**config.mk**
```make
export PLATFORM = sky130hd
export DESIGN_NAME = guess_ctrl
export DESIGN_NICKNAME = d
export VERILOG_FILES = /design/src/rtl/guess_ctrl.sv
export SDC_FILE = /design/constraint.sdc
export NUM_CORES = 1
export LEC_CHECK = 0
export CORE_MARGIN = 10
export CORE_UTILIZATION = 47
export DETAILED_ROUTE_END_ITERATION = 12
export HOLD_SLACK_MARGIN = 0.02
export PLACE_DENSITY_LB_ADDON = 0.3
export SETUP_SLACK_MARGIN = 0.1
export SKIP_LAST_GASP = 1
export SLEW_MARGIN = 5
export SYNTH_ARGS = -nofsm -noshare
export SYNTH_HDL_FRONTEND = slang
export SYNTH_SLANG_ARGS = --single-unit
```
**constraint.sdc**
```tcl
create_clock -name clk -period 1.94 [get_ports clk]
set_input_delay 0.582 -clock clk [delete_from_list [all_inputs] [get_ports clk]]
set_output_delay 0.582 -clock clk [all_outputs]
set_load 0.02 [all_outputs]
```
**src/rtl/guess_ctrl.sv**
```systemverilog
// Guessing-game controller: registers the secret and guesses for the external
// 2-bit comparator and turns its ne/ge outputs into hint, win and lockout state.
module guess_ctrl #(
   parameter int MAX_TRIES = 3,
   parameter int TRY_W     = 2
) (
   input  logic             clk,
   input  logic             resetn,
   input  logic [1:0]       sw_val,
   input  logic             set_secret_req,
   input  logic             guess_req,
   input  logic             cmp_ne,
   input  logic             cmp_ge,
   output logic [1:0]       cmp_x,
   output logic [1:0]       cmp_y,
   output logic             led_high,
   output logic             led_low,
   output logic             led_win,
   output logic             locked,
   output logic [TRY_W-1:0] tries,
   output logic             cmp_err
);

   localparam logic [2:0] S_NOSECRET = 3'd0;
   localparam logic [2:0] S_READY    = 3'd1;
   localparam logic [2:0] S_EVAL     = 3'd2;
   localparam logic [2:0] S_SHOW     = 3'd3;
   localparam logic [2:0] S_WIN      = 3'd4;
   localparam logic [2:0] S_LOCKED   = 3'd5;

   localparam logic [TRY_W-1:0] MAX_T = TRY_W'(MAX_TRIES);

   logic [2:0] state;
   logic [1:0] set_sync;
   logic [1:0] guess_sync;
   logic       set_prev;
   logic       guess_prev;
   logic       set_pulse;
   logic       guess_pulse;

   always_ff @(posedge clk or negedge resetn) begin
      if (!resetn) begin
         set_sync   <= '0;
         guess_sync <= '0;
         set_prev   <= 1'b0;
         guess_prev <= 1'b0;
      end else begin
         set_sync   <= {set_sync[0], set_secret_req};
         guess_sync <= {guess_sync[0], guess_req};
         set_prev   <= set_sync[1];
         guess_prev <= guess_sync[1];
      end
   end

   assign set_pulse   = set_sync[1] & ~set_prev;
   assign guess_pulse = guess_sync[1] & ~guess_prev;

   always_ff @(posedge clk or negedge resetn) begin
      if (!resetn) begin
         state    <= S_NOSECRET;
         cmp_x    <= '0;
         cmp_y    <= '0;
         led_high <= 1'b0;
         led_low  <= 1'b0;
         led_win  <= 1'b0;
         locked   <= 1'b0;
         tries    <= '0;
         cmp_err  <= 1'b0;
      end else begin
         case (state)
            S_NOSECRET: begin
               if (set_pulse) begin
                  cmp_y <= sw_val;
                  tries <= '0;
                  state <= S_READY;
               end
            end
            // Secret takes priority over a guess arriving in the same cycle.
            S_READY, S_SHOW: begin
               if (set_pulse) begin
                  cmp_y    <= sw_val;
                  tries    <= '0;
                  led_high <= 1'b0;
                  led_low  <= 1'b0;
                  state    <= S_READY;
               end else if (guess_pulse) begin
                  cmp_x    <= sw_val;
                  if (tries != MAX_T)
                     tries <= tries + 1'b1;
                  led_high <= 1'b0;
                  led_low  <= 1'b0;
                  state    <= S_EVAL;
               end
            end
            S_EVAL: begin
               if (!cmp_ne) begin
                  led_win <= 1'b1;
                  if (!cmp_ge)
                     cmp_err <= 1'b1;
                  state <= S_WIN;
               end else begin
                  led_high <= cmp_ge;
                  led_low  <= ~cmp_ge;
                  if (tries == MAX_T) begin
                     locked <= 1'b1;
                     state  <= S_LOCKED;
                  end else begin
                     state <= S_SHOW;
                  end
               end
            end
            S_WIN, S_LOCKED: begin
               if (set_pulse) begin
                  cmp_y    <= sw_val;
                  tries    <= '0;
                  led_high <= 1'b0;
                  led_low  <= 1'b0;
                  led_win  <= 1'b0;
                  locked   <= 1'b0;
                  state    <= S_READY;
               end
            end
            default: state <= S_NOSECRET;
         endcase
      end
   end

endmodule

```
==> run metrics <==
ANT nets after route 0; Max FO, Critical Path 4; Critical Path End Type output port; Hold Crit Depth 0; grt total ovfl 0; final core utilization 0.6366; Post-synth EDFFs 0; clock share of power 0.223; CTS resizes 11; CTS buffer count 3; mux contribution to synthesized area 0.07750; Final setup viols 0; largest net degree at the start of global routing 21; CTS tree built; Multi-input gate area 314.1 um2; worst path required time 1360 ps; gr usage total 0.09078; worst-path cell chain dlygate4sd2_1; pwr dens 1384 nW/um2; vias in the first global route 642; R2R depth 3; Seq/Total Area, Yosys 0.5961; CTS Sinks 20; Post-Syn Nets 77; worst-skew pair later-pin latency 300 ps; Final Slew Violations 0; XOR/XNOR Fraction of Synth Area 0; Netlist cell types 30; Fmax 606.1 MHz; crit share post-route 0.8505; PortBufs 18; Synth Instances 68; CTS Hold Bufs 0; critical path launch point type flop; syn avg cell area 12.35 um2; clock buffer depth 2; final layout net count 98; FILL cells 150; worst hold path class flop to flop; Remaining DRCs 0; CORE AREA 1708 um2; layout cells sized above 1 0.1250; R2R Path Start state[2]$_DFFE_PN0P_; NetSw 0.0005166 W; largest stage delay on the critical path 430 ps; Worst Hold Endpoint guess_sync[1]$_DFF_PN0_; WL/cell 14.65 um; Pleak 0.4806 nW; clock skew 16.14 ps; First-pass DRT Iterations 4; Net Sw Frac 0.3433; RSZ-0062 raised after global routing false; Sequential Power Share 0.423; Post-Syn Area 839.6 um2; Horiz. Die Dim 62.27 um; Async SR Flop Fraction 1.000; via count 595; Yosys top cell area share 0.5961; global-route wire length before repair 2967 um; CP max-delay cell dfrtp_1; Crit path buffers/inverters 1; Largest delay share family, worst path flip-flops; Main synth FF type dfrtp_1; HPWL after DPL 1204 um; status complete, no violations; hold wc startpoint guess_sync[0]$_DFF_PN0_; clk root buf clkbuf_4; Synth Area in Compound Gates 0.1639; clock slew at reported path FFs 120 ps; # rows 15; critical path class flop to output port; internal cell power 0.0009882 W; Post-Route WL 1655 um; MaxCap Viol Count 0; Critical Path AT 1070 ps; Post-CTS Setup Inserts 0; most common cell in the netlist dfrtp_1; ant diodes 0; worst slew pin tran 552.0 ps; Final min period 1650 ps; yosys warns 0; path length in cells of the critical path 1; register bit total from synthesis 20; initial antenna violation count 0; Adder-Cell Fraction of Synth Area 0.01490; register area 500.5 um2; CTS H-tree depth 1; Die Y-Extent 62.27 um; RR Endpoint cmp_x[0]$_DFFE_PN0P_; Comb pwr share 0.354; layout overhead on the synthesized area 29.51%; largest family of logic cells by synthesized area compound AO/OA/AOI/OAI gates; R2R Setup Slk 360 ps; Max VDD drop 669.0 uV; Area contributors post-synth dfrtp_1 60%, mux2_2 5.4%, nand2b_1 3.0%; Post-Synth Simple-Gate Area 0.1177; Final Hold Fails 0; full die area 3877 um2; worst rel slew slack 0.6312; IO Pins 19; DRT iter0 DRCs 14; Post-synth top cells 20 x dfrtp_1, 4 x mux2_2, 4 x nand2_1, 4 x nand2b_1; post-synth top area cell dfrtp_1; setup TNS 0 ps; Initial Util 0.4916; routability cong. 0.7560; Vias per Instance 5.265
worst max-delay path by stage:
stage / start / slack (ps) / end
after floorplan: tries[0]$_DFFE_PN0P_ / 430 / tries[1]$_DFFE_PN0P_
after global placement: cmp_ne / 100 / led_low$_DFFE_PN0P_
after detailed placement: cmp_ne / 40 / led_high$_DFFE_PN0P_
after CTS: tries[1]$_DFFE_PN0P_ / 280 / tries[1]
after global routing: tries[0]$_DFFE_PN0P_ / 240 / tries[0]
final: tries[1]$_DFFE_PN0P_ / 290 / tries[1]
sequential cells by signal, summed over array words and instances (netlist names), 2 cells and up:
register    flops
state           3
cmp_x           2
cmp_y           2
guess_sync      2
set_sync        2
tries           2
power by group through the flow:
| stage | Combinational [W] | Clock, W | Sequential [W] |
|---|---|---|---|
| 3_5_place_dp | 0.000598 | 0 | 0.000648 |
| 2_1_floorplan | 0.000298 | 0 | 0.000709 |
| 3_3_place_gp | 0.000588 | 0 | 0.000645 |
| 5_1_grt | 0.000589 | 0.000363 | 0.000655 |
| 6_report | 0.000533 | 0.000336 | 0.000636 |
| 4_1_cts | 0.000543 | 0.000345 | 0.000637 |
layer usage:
layer | GRT usage | share of wire | up-vias | wire, um
li1 | - | - | 293 | -
met1 | 0.1091 | 0.46 | 289 | 765
met2 | 0.1500 | 0.49 | 11 | 810
met3 | 0.02509 | 0.036 | 2 | 60
met4 | 0.03352 | 0.011 | 0 | 19
met5 | 0 | 0 | - | 0
per-stage QoR:
stage / cells / instance area [um2] / setup slack [ps] / hold WS [ps] / power (W)
finish: 113 / 1087 / 290.0 / 368.7 / 0.001505
global route: 113 / 1087 / 243.4 / 376.2 / 0.001607
CTS: 113 / 1087 / 282.8 / 371.8 / 0.001525
detailed placement: 109 / 1049 / 40.55 / 338.6 / 0.001246
global placement: 109 / 1049 / 101.2 / 335.5 / 0.001233
floorplan: 68 / 839.6 / 430.2 / 286.4 / 0.001007
cells in the final DEF (no fill, tap or decap), types with 2 or more instances in the layout:
master / netlist / routed
o21bai_1: 2 / 2
o21ai_0: 2 / 2
a32o_1: 2 / 2
mux2_2: 4 / 4
inv_1: 2 / 2
clkdlybuf4s50_1: 0 / 7
nand2b_1: 4 / 4
nor3_1: 2 / 2
nor3b_1: 2 / 2
clkbuf_4: 0 / 3
a21oi_1: 2 / 2
mux2i_1: 2 / 2
dlygate4sd2_1: 0 / 11
buf_4: 0 / 2
nand2_1: 4 / 4
dfrtp_1: 20 / 20
kinds of logic after synthesis:
logic type      count (synthesis)
simple gates                   17
fa+ha+maj                       1
flops                          20
compound gates                 18
buf+inv                         6
mux                             6
layout make-up:
cell class,instances,area share
clock inverters,1,0.02762
clock buffers,3,0.02071
multi-input cells,42,0.2888
flip-flops and latches,20,0.4603
repair buffers,20,0.1669
well taps,25,0.02877
inverters,2,0.006905
(Power assumes the default switching activity.)
